[src/rtl/regfile_write_arbiter.sv]
// Round-robin arbiter that shares the single register-file write port.
// One request is accepted per clock and issued as a registered WR/DA/D.
module regfile_write_arbiter #(
  parameter int NREQ = 4,
  parameter int n    = 32,
  parameter int m    = 64,
  parameter int AW   = $clog2(n)
) (
  input  logic              clock,
  input  logic              reset,
  input  logic              hold,
  input  logic [NREQ-1:0]   req_valid,
  input  logic [NREQ*AW-1:0] req_addr,
  input  logic [NREQ*m-1:0] req_data,
  output logic [NREQ-1:0]   req_ready,
  output logic              WR,
  output logic [AW-1:0]     DA,
  output logic [m-1:0]      D,
  output logic [2:0]        last_grant
);

  logic [2:0]    ptr;
  logic [7:0]    valid8;
  logic [7:0]    ready8;
  logic [3:0]    idx;
  logic [2:0]    sel;
  logic          found;
  logic [AW-1:0] addr_sel;
  logic [m-1:0]  data_sel;

  assign valid8 = 8'(req_valid);

  // Search from ptr upward, wrapping modulo NREQ; first valid wins.
  always_comb begin
    found = 1'b0;
    sel   = ptr;
    idx   = 4'd0;
    if (reset && !hold) begin
      for (int k = 0; k < NREQ; k++) begin
        idx = 4'(ptr) + 4'(k);
        if (idx >= 4'(NREQ)) begin
          idx = idx - 4'(NREQ);
        end
        if (!found && valid8[idx[2:0]]) begin
          found = 1'b1;
          sel   = idx[2:0];
        end
      end
    end
  end

  always_comb begin
    ready8 = 8'd0;
    if (found) begin
      ready8 = 8'd1 << sel;
    end
  end

  assign req_ready = ready8[NREQ-1:0];

  always_comb begin
    addr_sel = '0;
    data_sel = '0;
    for (int i = 0; i < NREQ; i++) begin
      if (sel == 3'(i)) begin
        addr_sel = req_addr[i*AW +: AW];
        data_sel = req_data[i*m +: m];
      end
    end
  end

  always_ff @(posedge clock or negedge reset) begin
    if (!reset) begin
      ptr        <= 3'd0;
      WR         <= 1'b0;
      DA         <= '0;
      D          <= '0;
      last_grant <= 3'd0;
    end else if (found) begin
      WR         <= 1'b1;
      DA         <= addr_sel;
      D          <= data_sel;
      last_grant <= sel;
      ptr        <= (sel == 3'(NREQ-1)) ? 3'd0 : sel + 3'd1;
    end else begin
      WR <= 1'b0;
    end
  end

endmodule

[config.mk]
export PLATFORM = sky130hd
export DESIGN_NAME = regfile_write_arbiter
export DESIGN_NICKNAME = d
export VERILOG_FILES = /design/src/rtl/regfile_write_arbiter.sv
export SDC_FILE = /design/constraint.sdc
export NUM_CORES = 1
export LEC_CHECK = 0
export CAP_MARGIN = 5
export CORE_AREA = 2 2 139 141
export CTS_CLUSTER_DIAMETER = 30
export DETAILED_ROUTE_END_ITERATION = 7
export DIE_AREA = 0 0 141 143
export PLACE_DENSITY = 0.67
export SETUP_SLACK_MARGIN = 0.15
export SLEW_MARGIN = 20
export SYNTH_ARGS = -nofsm -noshare
export SYNTH_HDL_FRONTEND = slang
export SYNTH_SLANG_ARGS = --single-unit
[constraint.sdc]
create_clock -name clock -period 11 [get_ports clock]
set_clock_uncertainty 0.15 [all_clocks]
set_input_delay 1.1 -clock clock [delete_from_list [all_inputs] [get_ports clock]]
set_output_delay 1.1 -clock clock [all_outputs]
set_load 0.005 [all_outputs]
Yosys cells after proc, flatten, opt, wreduce, memory -nomap -nowiden --
Index checks and enable logic that the tools add are counted.
Word-level totals: register bits after elaboration 76, bits of input ports 283, output and inout bits 77, logic and storage cells 74
Cells by class: add/sub/neg operators 8, $lt $le $gt $ge 8, equal/unequal tests 3, shifts and indexed selects 1, mux-type cells 40, reduce and logical (&&, ||, !) cells 9
Operators by type and width (number):
- $mux W64 | 4
- $mux W3 | 14
- $mux W5 | 4
- $lt A3 B4 Y1 const B | 4
- $mux W1 | 13
- $bmux W1 S3 | 4
- $ge A4 B3 Y1 const B | 3
- $sub A3 B3 Y3 const B | 4
- $add A3 B2 Y4 const B | 2
- $eq A3 B2 Y1 const B | 2
- $add A3 B1 Y4 const B | 1
- $logic_and A1 B1 Y1 | 4
- $logic_not A1 Y1 | 4
- $mux W4 | 1
- $shl A1 B3 Y4 const A | 1
- $add A3 B1 Y3 const B | 1
- $eq A3 B1 Y1 const B | 1
- $ge A3 B3 Y1 const B | 1
- $logic_not A3 Y1 | 1

Longest topological paths before layout --
depth after elaboration 24, gate-level depth with buffers 16, gate-level depth less buffers 13

Worst setup path after synthesis --
No wires, ideal clock.
kind input to output, start in req_valid[1], end out req_ready[3], data arrival time 3.326 ns, required time 9.750 ns, slack 6.424 ns, stages on the path 11, buffers on the path 3, cell sequence mux2_2 mux2_2 a2111oi_0 a211oi_1 a21oi_1 ha_1 clkbuf_1 clkbuf_1 clkbuf_1 inv_1 nor2_1
Between the ends: cells in the longest elaborated chain, start to end 18, elaborated cells on any way between the ends 29, those cells by class shift (1); mux (22); reduce/logical (6)
Ends and longest elaborated chain:
- start: declaration | RTL line 12 | input logic [NREQ-1:0] req_valid,
- $bmux W1 S3 | RTL line 44 | if (!found && valid8[idx[2:0]]) begin
- $mux W1 (not written as such) | RTL line 44
- $mux W1 | RTL line 44
- $mux W1 | RTL line 38 | if (reset && !hold) begin
- $logic_not A1 Y1 | RTL line 44
- $logic_and A1 B1 Y1 | RTL line 44
- $mux W1 | RTL line 44
- $mux W1 | RTL line 38
- (+3 left out)
- $mux W1 | RTL line 38
- $logic_not A1 Y1 | RTL line 44
- $logic_and A1 B1 Y1 | RTL line 44
- $mux W3 (*) | RTL line 44
- $mux W3 (*) | RTL line 38
- net sel[1] | RTL line 26 | logic [2:0] sel;
- $shl A1 B3 Y4 (*) | RTL line 55 | ready8 = 8'd1 << sel;
- $mux W4 (*) | RTL line 54 | if (found) begin
- end: declaration | RTL line 15 | output logic [NREQ-1:0] req_ready,
The timed path passes the listed nets; every way through them passes the cells marked *. The select of a mux whose other input is x is not followed.

Worst setup path in the final report --
start in req_valid[2], end out req_ready[2]
Same word-level chain as after synthesis.

==> metrics.txt <==
status=finished, final reports clean; CP delay by family, top=buffers and inverters; maxcap violations=0; final wirelength=20800 um; Final Hold Fails=0; Buf+Inv Stages, Crit Path=5; CTS resizes=0; DIE WIDTH=141 um; Pre-antenna DRT Iters=5; Power Dens Cells=250 mW/mm^2; met2 wire len=10400 um; CP max-delay cell=buf_4; Peak supply drop=0.161 mV; synthesized cell area=0.00535 mm^2; Setup Buffers After CTS=0; Critical Setup Path Class=in2out; post-synth top area share=0.356; Detail Route met3 WL=1760 um; unrepaired setup endpoints after global routing=no; hpwl dp=15400 um; GPL Wtd Cong=0.878; yosys warns=0; Mapped Nets=840; Die Y=143 um; Seq cells post-synth=76; CTS tree=built; DR vias=5665; Yosys top cell by area=dfrtp_1; Mean Syn Cell Area=9.71 um^2; Worst EP required=9.75 ns; sw frac=0.386; met1 WL=8420 um; crit end category=output port; largest net degree at the start of global routing=73; clk_lat worst skew=0.33 ns; top routing layer in use=met5; ANT cells=0; hold crit path type=reg2reg; leading cell type in the layout, fill and taps excluded=clkdlybuf4s50_1; worst-margin pin slew=0.977 ns; WL per Instance=18.8 um; Core Footprint=0.0186 mm^2; Largest stage delay, worst path=0.63 ns; crit path DAT=5.20 ns; Worst Setup Start Kind=input pin; leakage=0.00369 uW; top area cells in the synthesized netlist=dfrtp_1 (36%), mux2_4 (16%), a221oi_1 (11%); cts hold-fix bufs=0; num rows=50; Clk pwr share=0.153; Via density=5.10; DRC viols=0; Num CTS Buffers=9; final-report setup violation count=0; area delta synth->final=75.8%; Initial Util=0.288; CP cell instances=clkdlybuf4s50_1, mux2_2, mux2_2, a2111oi_0, a211oi_1, a21oi_1, ha_2, buf_4, inv_2, buf_4, nor2_1, clkdlybuf4s50_1; Slew headroom=0.347; final worst path period share=0.586; clk root buf=clkbuf_16; Slew Limit Fails=0; Comb power frac=0.640; number of global-route vias before repair=5515; synth unique cells=41; Port Buffer Count=359; WHS=0.333 ns; Setup TNS=0 ns; Routed Antenna Nets=0; clk slew on worst S/H paths=0.06 ns; multi-input logic area=0.00317 mm^2; Synth Instances=551; DRT iter0 DRCs=205; Flop pwr share=0.207; GR Util All Layers=0.198; sequential share of the synthesized area=0.356; # fillers=1724; Seq. cell area=0.00190 mm^2; H-Tree Depth=3; die area=0.0202 mm^2; layout cell share with drive strength beyond 1=0.108; clock sink count=76; Max Root-Sink Buffers=2; Pint=1440 uW; global-route wire length before repair=31000 um; crit path max fanout=70; crit path time final=6.45 ns; I/O pin cnt=360; initial antenna violation count=1; Peak Freq=0.155 GHz; NetSw=909 uW; Final nets=1161; grt total ovfl=0; most frequent cells in the layout=clkdlybuf4s50_1 (358), dfrtp_1 (76), nor2_1 (75)
[metal layers]
layer  global-route usage  vias to the layer above
met1                0.235                     2677
li1                     -                     2724
met2                0.347                      240
met3               0.0607                       22
met4               0.0568                        2
met5                    0                        -
[stage by stage]
| step | std cells | power, uW | worst slack, ns | utilization | area, um^2 |
|---|---|---|---|---|---|
| 3_5_place_dp | 1095 | 2010 | 4.62 | 0.487 | 9040 |
| 6_report | 1110 | 2350 | 4.55 | 0.506 | 9400 |
| 3_3_place_gp | 1095 | 1990 | 4.78 | 0.487 | 9040 |
| 5_1_grt | 1110 | 2530 | 4.42 | 0.506 | 9400 |
| 2_1_floorplan | 551 | 1410 | 6.42 | - | 5350 |
| 4_1_cts | 1110 | 2390 | 4.61 | 0.506 | 9400 |
[kinds of logic after synthesis]
logic type	count (synthesis)	share of synthesized area
DFF	76	0.356
buffers and inverters	65	0.0562
muxes	75	0.199
AOI/OAI and AO/OA	165	0.252
adders and majority gates	6	0.0140
and+or+nand+nor	164	0.123
[cell type report]
cell class | instances | area share
clock buffers | 10 | 0.0244
inverters | 9 | 0.00386
well taps | 234 | 0.0312
multi-input cells | 410 | 0.337
repair buffers | 366 | 0.388
clock inverters | 5 | 0.0133
flip-flops and latches | 76 | 0.202
[sequential cells by signal, indices dropped and copies added, names as in the netlist]
| name | flops |
|---|---|
| D | 64 |
| DA | 5 |
| WR | 1 |
| last_grant | 3 |
| ptr | 3 |
[cells in the mapped netlist (all sizes together)]
cell	instances
dfrtp	76
nor2	76
mux2	74
nand2	74
o31ai	71
a221oi	69
clkbuf	45
buf	11
inv	9
ha	6
a21oi	4
o21ai	4
a211oi	3
a21o	3
and2	3
o211ai	3
o21a	3
and3	2
nand2b	2
nand3	2
nor2b	2
nor3	2
a2111oi	1
a2bb2oi	1
a311oi	1
mux4	1
nor4	1
o221ai	1
o32ai	1
[final timing paths]
kind	from	to	slack (ns)	cells past startpoint
hold / removal	D[3]$_DFFE_PN0P_	D[3]$_DFFE_PN0P_	0.33	1
max in group asynchronous	reset	D[44]$_DFFE_PN0P_	9.18	2
setup / recovery	req_valid[2]	req_ready[2]	4.55	12
hold reg to reg	D[3]$_DFFE_PN0P_	D[3]$_DFFE_PN0P_	0.33	1
min in group asynchronous	reset	D[41]$_DFFE_PN0P_	0.58	1
setup reg to reg	ptr[0]$_DFFE_PN0P_	D[58]$_DFFE_PN0P_	5.87	13
[power by group through the flow]
stage               registers [uW]  clock network [uW]  logic, uW
finish                         487                 360       1510
global route                   505                 381       1640
CTS                            488                 369       1530
detailed placement             487                   0       1530
global placement               488                   0       1510
floorplan                      485                   0        923
[worst reg2reg max path: cells and delay by family (launching register included)]
family | cells | cell delay (ns)
simple gates | 1 | 0.73
compound gates | 5 | 1.37
mux | 2 | 0.54
fa+ha+maj | 2 | 0.70
buf+inv | 3 | 0.90
flops | 1 | 0.68
Power figures use the tool's default switching activity.
